## config.mk

```make
export PLATFORM = sky130hd
export DESIGN_NAME = procyon_rr_arbiter
export DESIGN_NICKNAME = d
export VERILOG_FILES = /design/src/rtl/procyon_rr_arbiter.sv
export SDC_FILE = /design/constraint.sdc
export NUM_CORES = 1
export LEC_CHECK = 0
export CORE_UTILIZATION = 50
export DETAILED_ROUTE_END_ITERATION = 7
export GPL_TIMING_DRIVEN = 1
export PLACE_DENSITY = 0.78
export SYNTH_ARGS = -nofsm -noshare
export SYNTH_HDL_FRONTEND = slang
export SYNTH_SLANG_ARGS = --single-unit
```

## constraint.sdc

```tcl
create_clock -name clk -period 4.26 [get_ports clk]
set_clock_uncertainty 0.1 [all_clocks]
set_input_delay 1.065 -clock clk [delete_from_list [all_inputs] [get_ports clk]]
set_output_delay 1.065 -clock clk [all_outputs]
set_load 0.01 [all_outputs]
```

## src/rtl/procyon_rr_arbiter.sv

```systemverilog
// procyon_rr_arbiter: registered round-robin arbiter.
// Samples a request vector and picks one requester using rotating priority.
// The winner is presented as a one-hot grant with a valid/ready handshake.
// The pointer names the highest-priority requester for the next load.
module procyon_rr_arbiter #(
  parameter int OPTN_NUM_REQ = 8,
  parameter int PTR_WIDTH    = (OPTN_NUM_REQ > 1) ? $clog2(OPTN_NUM_REQ) : 1
) (
  input  logic                    clk,
  input  logic                    rst,
  input  logic [OPTN_NUM_REQ-1:0] i_req,
  input  logic                    i_ready,
  output logic                    o_valid,
  output logic [OPTN_NUM_REQ-1:0] o_grant
);

  localparam int unsigned NREQ = OPTN_NUM_REQ;

  logic                    valid_q, valid_d;
  logic [OPTN_NUM_REQ-1:0] grant_q, grant_d;
  logic [PTR_WIDTH-1:0]    ptr_q,   ptr_d;

  logic                    load;
  logic                    hit;
  logic [PTR_WIDTH-1:0]    win_idx;
  int unsigned             idx;

  // A new grant may be loaded when nothing is held or the held one is taken.
  assign load = !valid_q || i_ready;

  // Rotating scan starting at ptr_q, wrapping past the last requester to 0.
  // ptr_q is always below NREQ, so a single subtraction is enough to wrap.
  always_comb begin
    hit     = 1'b0;
    win_idx = '0;
    idx     = 0;
    for (int unsigned j = 0; j < NREQ; j++) begin
      idx = 32'(ptr_q) + j;
      if (idx >= NREQ) idx = idx - NREQ;
      if (!hit && i_req[idx]) begin
        hit     = 1'b1;
        win_idx = PTR_WIDTH'(idx);
      end
    end
  end

  // Next state: hold while stalled, otherwise load the winner or go idle.
  always_comb begin
    valid_d = valid_q;
    grant_d = grant_q;
    ptr_d   = ptr_q;
    if (load) begin
      if (hit) begin
        valid_d = 1'b1;
        grant_d = OPTN_NUM_REQ'(1) << win_idx;
        ptr_d   = (32'(win_idx) == NREQ - 1) ? '0 : win_idx + PTR_WIDTH'(1);
      end else begin
        valid_d = 1'b0;
        grant_d = '0;
      end
    end
  end

  // State registers with synchronous active-high reset.
  always_ff @(posedge clk) begin
    if (rst) begin
      valid_q <= 1'b0;
      grant_q <= '0;
      ptr_q   <= '0;
    end else begin
      valid_q <= valid_d;
      grant_q <= grant_d;
      ptr_q   <= ptr_d;
    end
  end

  assign o_valid = valid_q;
  assign o_grant = grant_q;

endmodule

```

* Word level (Yosys, flattened, before mapping)
Cells that the tools add are included.
Operators by class: equality and inequality tests 1, reductions and logical operators 17, add/subtract/negate cells 16, mux-type cells 43, order comparisons 16, shifts and indexed selects 1
Operators by type and width (number):
- less-than comparator 32 x 4 -> 1 bit (second input constant) | 8
- two-way mux 32 bit | 8
- subtractor 4 x 4 -> 5 bit (second input constant) | 7
- >= comparator 4 bit (second input constant) | 7
- two-way mux 3 bit | 9
- binary-select mux 1 bit (select 3 bit) | 8
- two-way mux 1 bit | 17
- adder 3 x 3 -> 4 bit (second input constant) | 4
- adder 3 x 2 -> 4 bit (second input constant) | 2
- zero test 1 bit | 8
- two-way mux 8 bit | 1
- << shifter 1 x 3 -> 8 bit (first input constant) | 1
- logical AND 1 bit | 7
- subtractor 3 x 4 -> 5 bit (second input constant) | 1
- adder 3 x 1 -> 4 bit (second input constant) | 1
- >= comparator 3 x 4 -> 1 bit (second input constant) | 1
- adder 3 x 1 -> 3 bit (second input constant) | 1
- == test 3 bit (second input constant) | 1
- AND reduction 2 bit | 1
- logical OR 1 bit | 1
Word-level totals: bits of input ports 11, bits in registers 12

* Logic depth before layout (Yosys ltp)
Gate-level depths: netlist of run 1.
word-level depth 28, mapped depth 17, gate-level depth less buffers 13

* Least setup slack after synthesis of run 1
OpenSTA, ideal clock, no wires.
kind register to register, from reg ptr_q[0], to reg ptr_q[2], cell stages (with the launch flop) 16, data arrival time 3.220 ns, slack 0.809 ns, required time 4.028 ns, period minus slack after synthesis 3.451 ns, buffers on the path 3, cells stage by stage dfxtp_1 -> buf_6 -> buf_12 -> inv_2 -> ha_1 -> buf_6 -> mux4_2 -> mux2_2 -> or2_1 -> nand2_1 -> a41oi_1 -> o32a_2 -> ha_1 -> ha_1 -> nand3_1 -> a21oi_1
Between the ends: word-level cells in the longest chain between the ends 28, elaborated cells between the ends (all ways) 81, classes of those cells add/sub (16); order compare (8); eq/ne (1); mux (41); reduce/logical (15)
RTL lines:
- start, declared | RTL line 21 | logic [PTR_WIDTH-1:0] ptr_q, ptr_d;
- start signal, assigned | RTL line 73 | ptr_q <= ptr_d;
- parallel branches: the longest is 28 deep, another holds subtractor 4 x 4 -> 5 bit
Several ways; the timed one is not identified. The select of a mux whose other input is x is not followed. A chain may end at the register's enable or synchronous reset.

* Worst setup path after layout of run 1
from in i_req[1], to reg ptr_q[2]
Between the ends: word-level cells in the longest chain between the ends 26, elaborated cells between the ends (all ways) 50, classes of those cells add/sub (1); eq/ne (1); mux (33); reduce/logical (15)
RTL lines:
- start, declared | RTL line 11 | input logic [OPTN_NUM_REQ-1:0] i_req,
- binary-select mux 1 bit (select 3 bit) | RTL line 40 | if (!hit && i_req[idx]) begin
- two-way mux 1 bit (not written as such) | RTL line 40
- two-way mux 1 bit | RTL line 40
- zero test 1 bit | RTL line 40
- logical AND 1 bit | RTL line 40
- two-way mux 1 bit | RTL line 40
- zero test 1 bit | RTL line 40
- logical AND 1 bit | RTL line 40
- [... 10 more ...]
- zero test 1 bit | RTL line 40
- logical AND 1 bit | RTL line 40
- two-way mux 1 bit | RTL line 40
- zero test 1 bit | RTL line 40
- logical AND 1 bit | RTL line 40
- two-way mux 3 bit | RTL line 40
- adder 3 x 1 -> 3 bit or == test 3 bit (tied branches) | RTL line 56 | ptr_d = (32'(win_idx) == NREQ - 1) ? '0 : win_idx + PTR_WIDTH'(1);
- two-way mux 3 bit | RTL line 56
Parallel ways exist; a longest one is shown, timed or not. The select of a mux whose other input is x is not followed.

==> results of run 1 <==
through the flow:
stage / setup WS [ns] / utilization, % / cell area (sq um)
2_1_floorplan: 0.809 / - / 1610
3_3_place_gp: 0.117 / 58.6 / 1790
3_5_place_dp: 0.0951 / 58.6 / 1790
4_1_cts: 0.373 / 59.3 / 1810
5_1_grt: 0.124 / 59.3 / 1810
6_report: 0.289 / 59.3 / 1810
power by group through the flow:
stage / clock (W) / sequential (W) / combinational, W
6_report: 0.0000674 / 0.000164 / 0.00108
5_1_grt: 0.0000730 / 0.000168 / 0.00118
4_1_cts: 0.0000694 / 0.000164 / 0.00107
3_5_place_dp: 0 / 0.000166 / 0.00106
3_3_place_gp: 0 / 0.000164 / 0.00104
2_1_floorplan: 0 / 0.000166 / 0.000872
critical path, cell delays in order:
cell	delay [ns]
clkdlybuf4s50_1	0.55
mux4_1	0.67
inv_1	0.11
a32oi_1	0.18
or3_1	0.42
nor3_1	0.20
o32a_2	0.24
ha_1	0.19
ha_1	0.24
nand3_1	0.07
a21oi_1	0.08
Yosys cell counts (2+ instances only):
library cell  count  share of area, %
clkbuf_1          5               1.2
a21oi_1           8               2.5
o21ai_1           4               1.2
a31oi_1           2              0.78
nor3_1            3              0.93
mux2_2            4               2.8
a21o_1            2              0.93
mux4_1            2               3.3
nor2_1            7               1.6
nand2b_1          2              0.78
inv_1             6               1.4
ha_1              8               6.2
nand2_1          13               3.0
buf_6             3               2.1
dfxtp_1          12                15
a41o_1            3               1.9
mux2_1            3               2.1
nand3b_1          4               1.9
a21boi_1          2              0.93
buf_2             3              0.93
nand3_1           9               2.8
o21ai_0           3              0.93
xnor2_1           3               1.6
nor3b_1           3               1.4
mux2i_1           7               4.4
mux4_2           13                18
flip-flops by register name, summed over array words and instances, names as in the netlist:
name / count
o_grant: 8
o_valid: 1
ptr_q: 3
cells by family after synthesis:
family          Yosys count  synth area share, %
simple gates             49                 17.5
compound gates           39                 18.6
fa+ha+maj                 8                 6.22
xor+xnor                  4                 2.18
flops                    12                 14.9
mux                      31                 33.0
buf+inv                  20                 7.54
area by class of cell:
cell class / instances / area, sq um / area share, %
multi-input cells: 131 / 1250 / 68.9
clock buffers: 3 / 22.5 / 1.24
inverters: 7 / 26.3 / 1.45
flip-flops and latches: 12 / 240 / 13.3
repair buffers: 23 / 220 / 12.2
well taps: 44 / 55.1 / 3.04
worst max-delay path by stage:
stage | start | endpoint | slack, ns | cells past startpoint
detailed placement | i_req[0] | ptr_q[2] | 0.1 | 11
finish | i_req[1] | ptr_q[2] | 0.29 | 11
global placement | i_req[2] | ptr_q[2] | 0.12 | 11
CTS | i_req[2] | ptr_q[2] | 0.37 | 11
global route | i_req[1] | ptr_q[2] | 0.12 | 11
floorplan | ptr_q[0] | ptr_q[2] | 0.81 | 15
metal layers:
layer / routed length, um / vias to the layer above / track usage, %
met5: 0 / - / 0
met4: 58 / 0 / 9.52
met3: 291 / 7 / 1.54
met2: 1900 / 71 / 41.6
met1: 1560 / 702 / 33.0
li1: - / 663 / -
==> results.md, run 1 <==
* CP startpoint kind: input pin
* Maximum clock rate at 0.252 GHz
* Comb power frac at 82.4%
* Number of flops mapped to enable cells by yosys at 0
* Row cnt at 20
* Int Power at 0.000680 W
* Core Box Area at 0.00305 sq mm
* Layout cells sized above 1 at a little over a fifth
* Reg power frac at 12.5%
* Crit. End Element: flip-flop
* CTS Buf Count at 3
* Post-synthesis average cell area at a little under 10 sq um
* I/O pins at 20
* R2R setup slack at roughly 0.62 ns
* Syn Nets at ~180
* Router iterations before antenna repair at 4
* Worst-skew pair later-pin latency at 0.27 ns
* RSZ-0062 raised after global routing: no
* DP Cell Count at 217
* CTS resizes at 0
* Drt wl/cell at 17.3 um
* # fillers at 272
* Die area at about 0.0034 sq mm
* Power Density at 726 mW/mm^2
* Peak fanout along the critical path at 8
* Routed WL at between 3 and 4 mm
* Largest net degree at the start of global routing at 16
* Clk pwr share at 5.1%
* #FFs+latches synth at 12
* Cells on worst reg2reg path at 12
* Vias/cell at between 6 and 7
* Initial antenna violation count at 0
* R2r endpoint: ptr_q[2]
* Die X at about 59 um
* Root Driver: clkbuf_4
* Total track usage at 24.6%
* Psw at 0.000635 W
* CTS H-tree depth at 1
* Final total power at 0.00131 W
* Initial DRC Count at approximately 110
* ANT cells at 0
* Die height at 58.7 um
* Postcts setup bufs at 0
* Worst vdd ir at 0.424 mV
* Initial Util at 52.7%
* Worst r2r src: ptr_q[0]
* Setup_tns at 0 ns
* Setup Viol. Count Final at 0
* Sequential area share after synthesis at around 15%
* Min cycle time layout at 3.97 ns
* WHS Endpoint: o_grant[3]
* Most common cell after layout, fill and taps aside: clkdlybuf4s50_1
* Count of input and output buffers at 19
* Yosys warns at 0
* Final Hold Vio Count at 0
* Crit path kind: in2reg
* Cells after Synth at about 160
* DRC Markers at 0
* Dpl hpwl at 2.90 mm
* Worst rel slew slack at about three fifths
* HP Start: o_grant[3]
* Cell Count, Final, Fillers Out at 220
* Post-synthesis cell type count at 55
* Hold depth at 2
* Static Leakage at 0.691 nW
* First-pass GRT wire length at 6.42 mm
* Status: finished clean
* Final Slew Violations at 0
* Hold_ws at 0.364 ns
* Critical Path RT at 4.30 ns
* Worst Path Arrival at around 4.0 ns
* Cell Area, Synth at roughly 0.0016 sq mm
* Hold bufs inserted after CTS at 0
* Final Cycle Share at 93.2%
* Clock transition at the registers of the reported paths at 0.07 ns
* Maximum root-to-sink buffer count at 2
* Min-Delay Path Class: reg2reg
* Most frequent cells in the layout: clkdlybuf4s50_1 (19), mux4_2 (13), nand2_1 (13)
* Worst slew pin tran at 0.581 ns
* Switch share at 48.3%
* Area delta synth->final at 12.6%
* CTS Sinks at 12
* # Max-Cap Violations at 0
* Via count at 1443
* Post-route ant nets at 0
* Number of global-route vias before repair at 1388
* Nets at 197
* Post-synth ARST share at 0%
* Routability cong. at slightly above 0.9
* Grt total ovfl at 0
* Synth Flop Type: dfxtp_1
* TritonCTS clock tree: yes
(Power assumes the default switching activity.)
==> inputs of run 2 (changes only) <==
Settings changed: CAP_MARGIN from default to 20.
==> results of run 2 <==
Final layout, timing and power as in run 1 (identical DEF).
==> RTL edit 1: new RTL, settings of run 2 <==
Change the parameter `OPTN_NUM_REQ` from 8 to 16.
--- a/src/rtl/procyon_rr_arbiter.sv
+++ b/src/rtl/procyon_rr_arbiter.sv
@@ -4,5 +4,5 @@
 // The pointer names the highest-priority requester for the next load.
 module procyon_rr_arbiter #(
-  parameter int OPTN_NUM_REQ = 8,
+  parameter int OPTN_NUM_REQ = 16,
   parameter int PTR_WIDTH    = (OPTN_NUM_REQ > 1) ? $clog2(OPTN_NUM_REQ) : 1
 ) (
Interface: changed (resized i_req and o_grant); port bits go from 20 to 36. The function was not compared with the original's and may differ.
==> RTL edit 1 against run 2 <==
  * Critical path depth increased by 5
  * Sequential cell count grew 9
  * Wire length grew to 3.4 times the old value
  * Design area increased to 2.8 times the old value
  * Setup slack worse by 0.22 ns
  * First-iteration DRC count rose to 3.5 times the old value
  * Maximum frequency shrank 5.3%
  * Hold slack worse by 0.0073 ns
  * Synthesized area grew 130%
  * Die area rose by 130%
  * Critical path type unchanged
Power is left out: the tool's default activity adds up to more than one toggle a clock period on the data nets, which glitch-free logic cannot reach.
==> RTL edit 1: results (changes against run 2) <==
FF-to-FF Start ptr_q[0]; Filler cells 533 (+96%); number of global-route vias before repair 3752 (+170%); WL/cell 20.9 um (+21%); root buf cell clkbuf_8; clk_lat worst skew 0.26 ns; pin count of the biggest net entering global routing 31 (+15); register area share after synthesis 0.111 (-0.0378); Inserted Diodes 0 (unchanged); max reg flops 16 (+8); YS warnings 0 (unchanged); largest cells by area after synthesis mux4_1 13%, dfxtp_1 11%, mux4_2 9.6%; Total GRT Usage 0.328 (+0.0820); FF-to-FF End ptr_q[2]; CP Max Fanout 6 (-2); Netlist cell types 78 (+42%); Detail Placement HPWL 9600 um (+230%); crit path DAT 4.22 ns (+0.21 ns); Critical Path Start i_req[12]; initial DRC count 379 (+250%); first-pass GRT wire length 19700 um (+210%); R2R depth 16 (+4); synth cell count leaders 37 x nand2_1, 32 x mux2i_1, 28 x nor2_1; DR pass1 iterations 6 (+2); layout cells sized above 1 0.438 (+0.227); H-tree Lvls 1 (unchanged); input/output buffers 35 (+16); Nets 554 (+180%); DR vias 4060 (+180%); Worst-Margin Slew 0.762 ns (+0.181 ns); run status finished clean; syn nets 428 (+140%); Routability Congestion 0.933 (+1.5%); Worst Hold Slack 0.356 ns (-0.00730 ns)
==> RTL edit 1: stage by stage <==
stage	utilization	area [um^2]	TNS [ns]	setup WS (ns)	std cells
finish	0.696	5050	0	0.0657	620
global route	0.696	5050	-0.511	-0.107	620
CTS	0.680	4930	0	0.00784	613
detailed placement	0.670	4860	-10.50	-0.605	609
global placement	0.670	4860	-10.47	-0.614	609
floorplan	-	3820	0	0.0103	396
==> RTL edit 1: worst max-delay path, cell delays in order <==
cell and delay (ns):
clkdlybuf4s15_1 0.26, buf_4 0.19, mux2i_1 0.25, mux2i_1 0.18, mux4_2 0.54, nor2_4 0.17
buf_4 0.14, and3_1 0.23, nand3_1 0.12, a21o_1 0.20, a2bb2oi_4 0.20, ha_2 0.21
ha_1 0.22, nand2_1 0.08, a31o_2 0.11, a21oi_2 0.04
==> RTL edit 1: cell type report <==
cell class	count	area share
multi-input cells	333	0.643
repair buffers	147	0.228
flip-flops and latches	21	0.0835
well taps	99	0.0245
inverters	16	0.0124
clock buffers	4	0.00892
==> RTL edit 1: routing by layer <==
metal,vias up,track usage,wire [um]
met5,-,0,0
met4,0,0.122,524
met3,44,0.0522,1170
met2,242,0.528,6180
met1,1959,0.445,5080
li1,1815,-,-
==> RTL edit 1: kinds of logic after synthesis <==
kind of cell / after synthesis / synth area share
buffers and inverters: 42 / 0.0730
adders and majority gates: 13 / 0.0431
xor gates and xnor gates: 8 / 0.0256
and+or+nand+nor: 120 / 0.167
DFF: 21 / 0.111
AOI/OAI and AO/OA: 103 / 0.198
muxes: 89 / 0.382
==> RTL edit 1: repair_timing <==
action,CTS,global route
setup buffers,0,7
resized for setup,37,63
endpoints found under the setup margin,20,19
pin swaps,6,9
==> RTL edit 1: worst min-delay path by stage <==
stage                            end       start  cells past startpoint
after floorplan           o_grant[3]  o_grant[3]                      2
final                     o_grant[8]  o_grant[8]                      2
after CTS                 o_grant[8]  o_grant[8]                      2
after global routing      o_grant[8]  o_grant[8]                      2
after global placement    o_grant[0]  o_grant[0]                      2
after detailed placement  o_grant[8]  o_grant[8]                      2
==> RTL edit 2: new RTL, flow settings as in run 2 <==
Made on the original files. Reset style: asynchronous (`rst`), changed in one clocked block. Comments in the files are not updated.
--- a/src/rtl/procyon_rr_arbiter.sv
+++ b/src/rtl/procyon_rr_arbiter.sv
@@ -63,5 +63,5 @@
 
   // State registers with synchronous active-high reset.
-  always_ff @(posedge clk) begin
+  always_ff @(posedge clk or posedge rst) begin
     if (rst) begin
       valid_q <= 1'b0;
Behaviour: differs if rst is asserted again (counterexample within 4 cycles, from zero or initial values and one cycle with rst high); with rst held inactive, the same outputs for 10 cycles.
==> RTL edit 2 against run 2 <==
  * Maximum frequency down 4.6%
  * Sequential cell count unchanged
  * Via count increased by 12%
  * Synthesized area rose by 7.5%
  * Largest cell class unchanged
  * Design area grew 14%
  * Setup slack lost 0.19 ns
  * Critical endpoint is now ptr_q[2]
  * Wire length up 18%
  * Critical path type unchanged
Power is not shown: default switching activity piles up to over one toggle a cycle in this logic, so the estimate is an artifact.
==> RTL edit 2: results (changes against run 2) <==
Nets 224 (+14%); Syn Area/Cell 10.0 um^2 (+1.3%); Routability Congestion 1.05 (+14%); mux cell area share after synthesis 0.322 (-0.00849); root buf cell clkbuf_4; largest cells by area after synthesis dfrtp_1 17%, mux4_2 14%, mux2i_1 8.1%; Slew Limit Fails 0 (unchanged); DR vias 1616 (+12%); layout cells sized above 1 0.256 (+0.0459); WL/cell 18.1 um (+4.8%); family with the most delay on the worst path compound AO/OA/AOI/OAI gates; routed vias/inst 6.54 (-0.25%); fraction of registers with async set/reset 1.00 (+1.00); YS warnings 0 (unchanged); first-pass GRT wire length 7170 um (+12%); number of buffers created by CTS 3 (unchanged); Netlist cell types 56 (+1.8%); Largest stage delay, worst path 0.62 ns (-0.05 ns); initial DRC count 80 (-26%); pin count of the biggest net entering global routing 21 (+5); slowest stage cell on the critical path mux4_1; H-tree Lvls 1 (unchanged); FF-to-FF Start ptr_q[1]; Detail Placement HPWL 3560 um (+23%); crit path DAT 4.22 ns (+0.21 ns); Setup Buffers After CTS 0 (unchanged); min-delay src o_grant[0]; input/output buffers 19 (unchanged); Min-Delay Path Class register to register; number of global-route vias before repair 1525 (+9.9%); synth cell count leaders 15 x nand2_1, 14 x mux2i_1, 12 x dfrtp_1, 11 x mux4_2; Worst-Margin Slew 0.827 ns (+0.245 ns); XOR/XNOR Fraction of Synth Area 0.0253 (+0.00355); syn nets 192 (+5.5%); CP Max Fanout 8 (unchanged); initial antenna violation count 0 (unchanged); run status finished clean; Total GRT Usage 0.268 (+0.0215); clk buf depth 2 (unchanged); dpl ws -0.117 ns (-0.212 ns); clk_lat worst skew 0.27 ns (about the same); max reg flops 8 (unchanged); post-cts resize count 0 (unchanged); Synth Area in Adders 0.0579 (-0.00432); Inst Count DP 244 (+12%); DR pass1 iterations 4 (unchanged); Inserted Diodes 0 (unchanged); register area share after synthesis 0.174 (+0.0244); Worst-path clk slew 0.07 ns (about the same); Filler cells 270 (-0.74%); Critical Path Start i_req[2]; Synth Area in Compound Gates 0.226 (+0.0406)
==> RTL edit 2: worst register-to-register path, cell delays in order (launching register included) <==
cell and delay, ns:
dfrtp_1 0.35, inv_1 0.09, ha_1 0.69, buf_4 0.27, mux4_2 0.36, mux2_2 0.31, or2_1 0.23, o41ai_1 0.38
a32oi_1 0.13, a21o_1 0.23, ha_1 0.22, ha_1 0.27, mux2_2 0.26
==> RTL edit 2: area by class of cell <==
class	count	share of cell area
inverters	7	0.0127
multi-input cells	144	0.648
flip-flops and latches	12	0.145
repair buffers	37	0.157
clock buffers	3	0.0109
well taps	44	0.0266
==> RTL edit 2: path summary, 6_finish.rpt <==
check / end / slack (ns) / cells after the start
hold / removal: o_grant[0] / 0.38 / 2
setup reg to reg: ptr_q[2] / 0.28 / 12
hold reg to reg: o_grant[0] / 0.38 / 2
setup / recovery: ptr_q[2] / 0.1 / 10
min in group asynchronous: ptr_q[1] / 1.01 / 2
max in group asynchronous: o_valid / 2.74 / 2
==> RTL edit 2: cells by family after synthesis <==
kind of cell,after synthesis
fa+ha+maj,8
simple gates,47
buf+inv,17
mux,36
xor+xnor,5
compound gates,48
flops,12
==> RTL edit 2: metal layers <==
layer  part of all wire  GRT usage  wire, um  vias to the layer above
met4             0.0087     0.0455        39                        0
met5                  0          0         0                        -
met3              0.084     0.0896       376                        6
met2               0.47      0.435      2120                       63
li1                   -          -         -                      755
met1               0.43      0.353      1940                      792
==> RTL edit 2: metrics by stage <==
stage / hold slack, ns / util / instance area, um^2
detailed placement: 0.372 / 0.645 / 2050
finish: 0.385 / 0.652 / 2070
global placement: 0.374 / 0.645 / 2050
CTS: 0.387 / 0.652 / 2070
global route: 0.420 / 0.652 / 2070
floorplan: 0.416 / - / 1730
